**src/rtl/ex_stage_pipe.sv**
```systemverilog
// Execute stage: decode, ALU, branch target/resolve and iterative multiply; latency 1 (multiply DATA_W+1).
// Backpressure: in_ready drops while a multiply runs or while a held result is not being drained.
module ex_stage_pipe #(
  parameter int DATA_W = 32,
  parameter int IMM_W  = 16,
  parameter int MUL_EN = 1
) (
  input  logic              clk,
  input  logic              reset,
  input  logic              in_valid,
  output logic              in_ready,
  input  logic [5:0]        opcode,
  input  logic [DATA_W-1:0] pc,
  input  logic [DATA_W-1:0] bus_a,
  input  logic [DATA_W-1:0] bus_b,
  input  logic [IMM_W-1:0]  imm,
  output logic              out_valid,
  input  logic              out_ready,
  output logic [8:0]        signals,
  output logic [DATA_W-1:0] alu_out,
  output logic              zero,
  output logic [DATA_W-1:0] br_add,
  output logic              br_taken
);

  localparam int CNT_W = $clog2(DATA_W);
  localparam logic [CNT_W-1:0] CNT_LAST = CNT_W'(DATA_W - 1);

  localparam logic [5:0] OP_R    = 6'b000000;
  localparam logic [5:0] OP_ADDI = 6'b001000;
  localparam logic [5:0] OP_LW   = 6'b100011;
  localparam logic [5:0] OP_SW   = 6'b101011;
  localparam logic [5:0] OP_BEQ  = 6'b000100;
  localparam logic [5:0] OP_BNE  = 6'b000101;

  localparam logic [5:0] FN_ADD = 6'b100000;
  localparam logic [5:0] FN_SUB = 6'b100010;
  localparam logic [5:0] FN_AND = 6'b100100;
  localparam logic [5:0] FN_OR  = 6'b100101;
  localparam logic [5:0] FN_NOR = 6'b100111;
  localparam logic [5:0] FN_SLT = 6'b101010;
  localparam logic [5:0] FN_MUL = 6'b011000;

  typedef enum logic {ST_IDLE, ST_MUL} state_t;

  typedef struct packed {
    logic [8:0]        signals;
    logic [DATA_W-1:0] alu_out;
    logic              zero;
    logic [DATA_W-1:0] br_add;
    logic              br_taken;
  } res_t;

  state_t            state_q, state_d;
  res_t              res_q, res_d;
  logic              out_valid_q, out_valid_d;
  logic [DATA_W-1:0] mcand_q, mcand_d;
  logic [DATA_W-1:0] mplier_q, mplier_d;
  logic [DATA_W-1:0] acc_q, acc_d;
  logic [DATA_W-1:0] mul_br_add_q, mul_br_add_d;
  logic [CNT_W-1:0]  cnt_q, cnt_d;

  logic [5:0]        funct;
  logic [8:0]        sig_c;
  logic              dec_known;
  logic [DATA_W-1:0] imm_sext;
  logic [DATA_W-1:0] opb;
  logic [DATA_W-1:0] alu_c;
  logic [DATA_W-1:0] br_add_c;
  logic [DATA_W-1:0] mul_sum;
  logic              is_beq;
  logic              is_mul;
  logic              zero_c;
  logic              br_taken_c;
  logic              accept;

  assign funct    = imm[5:0];
  assign imm_sext = DATA_W'($signed(imm));
  assign br_add_c = pc + (imm_sext << 2);
  assign is_beq   = (opcode == OP_BEQ);
  assign is_mul   = (MUL_EN != 0) && (opcode == OP_R) && (funct == FN_MUL);

  // Main decode; signals = {RegDst,RegWrite,ALUSrc,Branch,MemRead,MemWrite,MemtoReg,ALUOp[1:0]}
  always_comb begin
    sig_c     = 9'h000;
    dec_known = 1'b1;
    case (opcode)
      OP_R:           sig_c = 9'h182;
      OP_ADDI:        sig_c = 9'h0C0;
      OP_LW:          sig_c = 9'h0D4;
      OP_SW:          sig_c = 9'h048;
      OP_BEQ, OP_BNE: sig_c = 9'h021;
      default:        dec_known = 1'b0;
    endcase
  end

  assign opb = sig_c[6] ? imm_sext : bus_b;

  // Multiply funct leaves alu_c at 0 here; its result comes from the iterative path.
  always_comb begin
    alu_c = '0;
    if (dec_known) begin
      case (sig_c[1:0])
        2'b00: alu_c = bus_a + opb;
        2'b01: alu_c = bus_a - opb;
        2'b10: begin
          case (funct)
            FN_ADD:  alu_c = bus_a + opb;
            FN_SUB:  alu_c = bus_a - opb;
            FN_AND:  alu_c = bus_a & opb;
            FN_OR:   alu_c = bus_a | opb;
            FN_NOR:  alu_c = ~(bus_a | opb);
            FN_SLT:  alu_c = {{(DATA_W-1){1'b0}}, ($signed(bus_a) < $signed(opb))};
            default: alu_c = '0;
          endcase
        end
        default: alu_c = '0;
      endcase
    end
  end

  assign zero_c     = (alu_c == '0);
  assign br_taken_c = sig_c[5] & (is_beq ? zero_c : ~zero_c);
  assign mul_sum    = acc_q + (mplier_q[0] ? mcand_q : '0);

  assign in_ready = !reset && (state_q == ST_IDLE) && (!out_valid_q || out_ready);
  assign accept   = in_valid && in_ready;

  always_comb begin
    state_d      = state_q;
    res_d        = res_q;
    out_valid_d  = out_valid_q;
    mcand_d      = mcand_q;
    mplier_d     = mplier_q;
    acc_d        = acc_q;
    mul_br_add_d = mul_br_add_q;
    cnt_d        = cnt_q;

    if (out_valid_q && out_ready) out_valid_d = 1'b0;

    case (state_q)
      ST_IDLE: begin
        if (accept) begin
          if (is_mul) begin
            mcand_d      = bus_a;
            mplier_d     = bus_b;
            acc_d        = '0;
            cnt_d        = '0;
            mul_br_add_d = br_add_c;
            state_d      = ST_MUL;
          end else begin
            res_d.signals  = sig_c;
            res_d.alu_out  = alu_c;
            res_d.zero     = zero_c;
            res_d.br_add   = br_add_c;
            res_d.br_taken = br_taken_c;
            out_valid_d    = 1'b1;
          end
        end
      end
      ST_MUL: begin
        acc_d    = mul_sum;
        mcand_d  = mcand_q << 1;
        mplier_d = mplier_q >> 1;
        cnt_d    = cnt_q + 1'b1;
        if (cnt_q == CNT_LAST) begin
          res_d.signals  = 9'h182;
          res_d.alu_out  = mul_sum;
          res_d.zero     = (mul_sum == '0);
          res_d.br_add   = mul_br_add_q;
          res_d.br_taken = 1'b0;
          out_valid_d    = 1'b1;
          state_d        = ST_IDLE;
        end
      end
      default: state_d = ST_IDLE;
    endcase
  end

  always_ff @(posedge clk) begin
    if (reset) begin
      state_q      <= ST_IDLE;
      res_q        <= '0;
      out_valid_q  <= 1'b0;
      mcand_q      <= '0;
      mplier_q     <= '0;
      acc_q        <= '0;
      mul_br_add_q <= '0;
      cnt_q        <= '0;
    end else begin
      state_q      <= state_d;
      res_q        <= res_d;
      out_valid_q  <= out_valid_d;
      mcand_q      <= mcand_d;
      mplier_q     <= mplier_d;
      acc_q        <= acc_d;
      mul_br_add_q <= mul_br_add_d;
      cnt_q        <= cnt_d;
    end
  end

  assign out_valid = out_valid_q;
  assign signals   = res_q.signals;
  assign alu_out   = res_q.alu_out;
  assign zero      = res_q.zero;
  assign br_add    = res_q.br_add;
  assign br_taken  = res_q.br_taken;

endmodule

```
**config.mk**
```make
export PLATFORM = sky130hd
export DESIGN_NAME = ex_stage_pipe
export DESIGN_NICKNAME = d
export VERILOG_FILES = /design/src/rtl/ex_stage_pipe.sv
export SDC_FILE = /design/constraint.sdc
export NUM_CORES = 1
export LEC_CHECK = 0
export CAP_MARGIN = 20
export CORE_ASPECT_RATIO = 1.75
export CORE_UTILIZATION = 40
export CTS_CLUSTER_SIZE = 25
export DETAILED_ROUTE_END_ITERATION = 8
export PLACE_DENSITY_LB_ADDON = 0.1
export SETUP_SLACK_MARGIN = 0.02
export SYNTH_ARGS = -nofsm -noshare
export SYNTH_HDL_FRONTEND = slang
export SYNTH_SLANG_ARGS = --single-unit
```
**constraint.sdc**
```tcl
create_clock -name clk -period 8.8 [get_ports clk]
set_clock_uncertainty 0.15 [all_clocks]
set_input_delay 2.64 -clock clk [delete_from_list [all_inputs] [get_ports clk]]
set_output_delay 2.64 -clock clk [all_outputs]
set_load 0.02 [all_outputs]
```
==> results.md, run 1 <==
- Power Dens Cells: 134 mW/mm^2
- First-pass GRT wire length: 116000 um
- Crit path max fanout: 10
- Largest family of logic cells by synthesized area: compound AO/OA/AOI/OAI gates
- Final setup fails: 0
- Clock buffer depth: 3
- Worst R2R Start: mplier_q[0]
- Async S/R FF share, synth: 0
- DR WL/cell: 24.7 um
- PostCTS Resize Cnt: 0
- Comb pwr share: 0.314
- Cell row count: 101
- Pint: 1.83 mW
- DP HPWL: 59800 um
- DR iter-0 viols: 1551
- Yosys reg bits: 207
- RSZ-0062 raised after global routing: no
- H-Tree Depth: 1
- Leakage: 8.42 nW
- FF+latch area: 0.00415 mm^2
- Setup TNS Final: 0 ns
- Startpoint types: primary input
- EDFF count, synth: 0
- Crit path capture type: register
- Mapped Area: 0.0176 mm^2
- WHS: 0.303 ns
- Simple-Gate Fraction of Synth Area: 0.223
- Reg clk slew, reported paths: 0.06 ns
- Boundary pin count: 199
- FF-to-FF End: zero
- Die area: 0.0450 mm^2
- Postcts setup bufs: 0
- Status: finished, final reports clean
- Clock root buffer: clkbuf_16
- Max-slew violation count: 0
- Hold buffers post-CTS: 0
- Commonest non-fill, non-tap cell in the layout: nand2_1
- Worst EP required: 9.13 ns
- Mean Syn Cell Area: 7.29 um^2
- Final net count: 2874
- Worst skew pair latency: 0.54 ns
- Grt total ovfl: 0
- # DRC: 0
- Initial antenna violation count: 2
- Clock Sinks: 207
- CTS Buf Count: 23
- DR pass1 iterations: 6
- Final wirelength: 78200 um
- Largest net degree at the start of global routing: 109
- Die height: 280 um
- Area grow syn2layout: 20.1%
- Vias per cell: 6.02
- Fmax: 0.120 GHz
- HP Start: alu_out[5]
- Post-Synth Adder-Cell Area: 0.122
- Sw power: 1.00 mW
- Slew margin rel.: 0.243
- Multiplexer share of the synthesized area: 0.0104
- Hold depth: 2
- Final Util: 0.487
- Clk pwr share: 0.345
- Fraction of power spent switching nets: 0.354
- Die width: 161 um
- Sequential Power Share: 0.341
- CP Launch Point: opcode[0]
- Post-synthesis sequential area ratio: 0.235
- Area of the core: 0.0435 mm^2
- Total number of vias: 19100
- Multi-input gate area: 0.0125 mm^2
- Hold Fails Final Rpt: 0
- Commonest cells after routing, fill and taps aside: 401 x nand2_1, 273 x a21oi_1, 206 x dfxtp_1
- Synth Area in Compound Gates: 0.297
- Post-layout minimum cycle time: 8.34 ns
- Worst Path Arrival: 8.67 ns
- Mapped Cells: 2420
- Cells on worst reg2reg path: 15
- Vias in the first global route: 19000
- XOR/XNOR Fraction of Synth Area: 0.0511
- Fin crit share: 0.948
- Yosys Warn Count: 0
- Worst-margin pin slew: 1.13 ns
- Main flop type after synthesis: dfxtp_1
- Initial Util: 0.406
- Post-Layout Inst Area: 0.0212 mm^2
- CTS tree: done
- Crit path kind: in -> reg
- Cell area after placement: 0.0204 mm^2
- Setup slack, reg-to-reg: 3.58 ns
- Hold Crit Class: reg -> reg
- Share of layout cells above drive strength 1: 0.0720
- PortBufs: 198
- Cell variety after synth: 96
- WHS Endpoint: alu_out[5]
- Maxcap violations: 0
- All-layer global routing usage: 0.341
- Max VDD drop: 0.156 mV
- Fillcell total: 4454
- Syn_nets: 2712
- Final ANT Viol Nets: 0
- Final GP Congestion: 0.960
## sequential cells by signal, summed over array words and instances (netlist names)
signal	flops
br_add	32
mcand_q	32
zero	1
br_taken	1
signals	6
cnt_q	5
out_valid	1
acc_q	32
alu_out	32
mul_br_add_q	32
mplier_q	32
state_q	1
## cells by family (layout without fill, tap and decap cells)
logic type	after synthesis	in the layout
AND/OR/NAND/NOR	871	871
adder cells (fa/ha/maj)	170	170
other	0	2
AO/OA/AOI/OAI	776	776
flip-flops	207	207
buffers and inverters	275	453
multiplexers	18	18
XOR/XNOR	103	103
## critical path: stages
cell and delay, ns:
clkdlybuf4s50_1 0.66, inv_1 0.16, nand3_1 0.11, nand2_1 0.07, nand2_1 0.30, buf_4 0.31, nand2_1 0.08, nand2_1 0.11
inv_1 0.07, ha_1 0.45, buf_4 0.22, inv_1 0.13, o31ai_1 0.83, nor4b_1 0.28, buf_4 0.23, nor3_1 0.25
o221ai_1 0.22, xnor2_1 0.19, o22ai_1 0.10, nor4b_1 0.33, nand4_1 0.18, or4_4 0.46, o22ai_1 0.18, a31o_1 0.12
## metrics by stage
stage / std cells / total power, mW / worst slack [ns]
3_3_place_gp: 3121 / 1.86 / 0.0218
2_1_floorplan: 2420 / 1.50 / 1.83
6_report: 3166 / 2.84 / 0.457
5_1_grt: 3166 / 2.96 / 0.218
4_1_cts: 3163 / 2.84 / 0.606
3_5_place_dp: 3122 / 1.86 / 0.0484
## power groups by stage
stage | clock network, mW | registers [mW] | logic, mW
3_5_place_dp | 0 | 0.988 | 0.874
3_3_place_gp | 0 | 0.988 | 0.875
5_1_grt | 1.03 | 0.969 | 0.956
6_report | 0.979 | 0.967 | 0.891
4_1_cts | 0.997 | 0.967 | 0.880
2_1_floorplan | 0 | 1.01 | 0.492
## worst max-delay path by stage
stage                          end  slack [ns]  cells after the start
after floorplan               zero        1.83                     23
after global placement    br_taken        0.02                     23
after detailed placement  br_taken        0.05                     24
after CTS                     zero        0.61                     24
after global routing          zero        0.22                     26
final                         zero        0.46                     24
## metal layers
metal	vias to the layer above	track usage	share of wire	routed length [um]
met5	-	0	0	0
met4	0	0.198	0.063	4940
met3	229	0.0486	0.058	4530
met2	763	0.619	0.50	39300
met1	9107	0.376	0.38	29500
li1	8955	-	-	-
## cell usage after synthesis, drive strengths merged (10+ instances only)
cell,count,area share
nand3,53,0.015
o31ai,18,0.0077
o22ai,12,0.0043
o21a,16,0.0068
o21ai,87,0.026
a221o,11,0.0062
a22oi,90,0.038
nor3,36,0.011
nor2b,17,0.0065
inv,121,0.026
a21oi,274,0.078
nand2b,24,0.0085
and2,46,0.016
o211ai,12,0.0059
clkbuf,129,0.028
o311ai,10,0.0054
buf,23,0.0071
o31a,11,0.0060
a21o,37,0.016
ha,166,0.12
a311oi,27,0.014
and3,16,0.0057
a211oi,35,0.016
o21bai,23,0.0098
nor4,16,0.0060
nand4,14,0.0050
xor2,16,0.0079
dfxtp,207,0.23
nand2,403,0.086
o221ai,15,0.0074
a221oi,11,0.0065
mux2i,16,0.0091
a31oi,18,0.0064
xnor2,87,0.043
nor2,198,0.042
## cell type report
cell class,instances,share of cell area
antenna,2,0.000236
inverter,123,0.0218
sequential,207,0.196
timing repair buffer,289,0.126
multi-input combinational,1938,0.588
clock inverter,9,0.00325
clock buffer,32,0.0311
tap,566,0.0334
(Power assumes the default switching activity.)
==> inputs of run 2 (changes only) <==
--- a/config.mk
+++ b/config.mk
@@ -12,6 +12,7 @@
 export DETAILED_ROUTE_END_ITERATION = 8
 export PLACE_DENSITY_LB_ADDON = 0.1
 export SETUP_SLACK_MARGIN = 0.02
+export SLEW_MARGIN = 5
 export SYNTH_ARGS = -nofsm -noshare
 export SYNTH_HDL_FRONTEND = slang
 export SYNTH_SLANG_ARGS = --single-unit
==> results.md, run 2 (synthesis gave the netlist of run 1 again) <==
- Status: finished, final reports clean
- Crit path max fanout: 10
- Fillcell total: 4454
- Clock buffer depth: 3
- Commonest cells after routing, fill and taps aside: 401 x nand2_1, 273 x a21oi_1, 206 x dfxtp_1
- # DRC: 0
- Postcts setup bufs: 0
- Boundary pin count: 199
- Post-layout minimum cycle time: 8.34 ns
- Fin crit share: 0.948
- Crit path kind: in -> reg
- Final net count: 2874
- DP Cell Count: 3122
- Die width: 161 um
- Vias per cell: 6.02
- Die height: 280 um
- Area grow syn2layout: 20.1%
- DR WL/cell: 24.7 um
- Final ANT Viol Nets: 0
- Final setup fails: 0
- Maxcap violations: 0
- Hold Crit Class: reg -> reg
- Worst skew pair latency: 0.54 ns
- Initial Util: 0.406
- Final wirelength: 78200 um
- First-pass GRT wire length: 116000 um
- Setup TNS Final: 0 ns
- Final Util: 0.487
- DR pass1 iterations: 6
- H-Tree Depth: 1
- Clock Sinks: 207
- Leakage: 8.42 nW
- Final GP Congestion: 0.960
- Crit path capture type: register
- Hold Fails Final Rpt: 0
- DR iter-0 viols: 1551
- Power Total: 2.84 mW
- Hold buffers post-CTS: 0
- Commonest non-fill, non-tap cell in the layout: nand2_1
- WHS: 0.303 ns
- Power Dens Cells: 134 mW/mm^2
- Largest net degree at the start of global routing: 109
- Vias in the first global route: 19000
- Max-slew violation count: 0
- DP HPWL: 59800 um
- Initial antenna violation count: 2
- HP Start: alu_out[5]
- RSZ-0062 raised after global routing: no
- Worst-margin pin slew: 1.13 ns
- Die area: 0.0450 mm^2
- PortBufs: 198
- PostCTS Resize Cnt: 0
- CTS tree: done
- Max VDD drop: 0.156 mV
- Worst Path Arrival: 8.67 ns
- Slew margin rel.: 0.243
- Clock root buffer: clkbuf_16
- Total number of vias: 19100
- Area of the core: 0.0435 mm^2
- Cell row count: 101
- Fmax: 0.120 GHz
- Worst R2R Start: mplier_q[0]
- Share of layout cells above drive strength 1: 0.0720
- Grt total ovfl: 0
- Reg clk slew, reported paths: 0.06 ns
- All-layer global routing usage: 0.341
- Worst EP required: 9.13 ns
- CP Launch Point: opcode[0]
- CTS Buf Count: 23
- Startpoint types: primary input
- Final non-filler cell total: 3166
==> run 2: metrics by stage <==
stage | setup slack (ns) | instance area, um^2
finish | 0.457 | 21200
global route | 0.218 | 21200
CTS | 0.606 | 21200
detailed placement | 0.0484 | 20400
global placement | 0.0218 | 20400
floorplan | 1.83 | 17600
==> run 2: worst paths after layout <==
path	to	slack (ns)	depth (start not counted)
worst max-delay path	zero	0.46	24
worst min-delay path	alu_out[5]	0.30	2
worst max register to register	zero	3.58	15
worst min register to register	alu_out[5]	0.30	2
==> run 2: area by class of cell <==
class	instances	area, um^2	share of cell area
inverter	123	462	0.0218
multi-input combinational	1938	12500	0.588
clock inverter	9	68.8	0.00325
antenna	2	5.00	0.000236
tap	566	708	0.0334
sequential	207	4150	0.196
clock buffer	32	659	0.0311
timing repair buffer	289	2670	0.126
==> run 2: report_power, final <==
part           internal [mW]  switching, mW
logic                  0.350          0.541
registers              0.955         0.0121
clock network          0.529          0.450
total                   1.83           1.00
==> run 2: critical path, stage by stage <==
cell and delay, ns:
clkdlybuf4s50_1 0.66, inv_1 0.16, nand3_1 0.11, nand2_1 0.07, nand2_1 0.30, buf_4 0.31
nand2_1 0.08, nand2_1 0.11, inv_1 0.07, ha_1 0.45, buf_4 0.22, inv_1 0.13
o31ai_1 0.83, nor4b_1 0.28, buf_4 0.23, nor3_1 0.25, o221ai_1 0.22, xnor2_1 0.19
o22ai_1 0.10, nor4b_1 0.33, nand4_1 0.18, or4_4 0.46, o22ai_1 0.18, a31o_1 0.12
==> run 2: layer usage <==
metal | global-route usage | vias to the layer above | wire length [um]
li1 | - | 8955 | -
met1 | 0.376 | 9107 | 29500
met2 | 0.619 | 763 | 39300
met3 | 0.0486 | 229 | 4530
met4 | 0.198 | 0 | 4940
met5 | 0 | - | 0
==> inputs of run 3 (changes only) <==
--- a/config.mk
+++ b/config.mk
@@ -12,6 +12,7 @@
 export DETAILED_ROUTE_END_ITERATION = 8
 export PLACE_DENSITY_LB_ADDON = 0.1
 export SETUP_SLACK_MARGIN = 0.02
+export SKIP_LAST_GASP = 1
 export SLEW_MARGIN = 5
 export SYNTH_ARGS = -nofsm -noshare
 export SYNTH_HDL_FRONTEND = slang
==> results of run 3 <==
No change in the layout: final DEF, timing and power equal those of run 2.
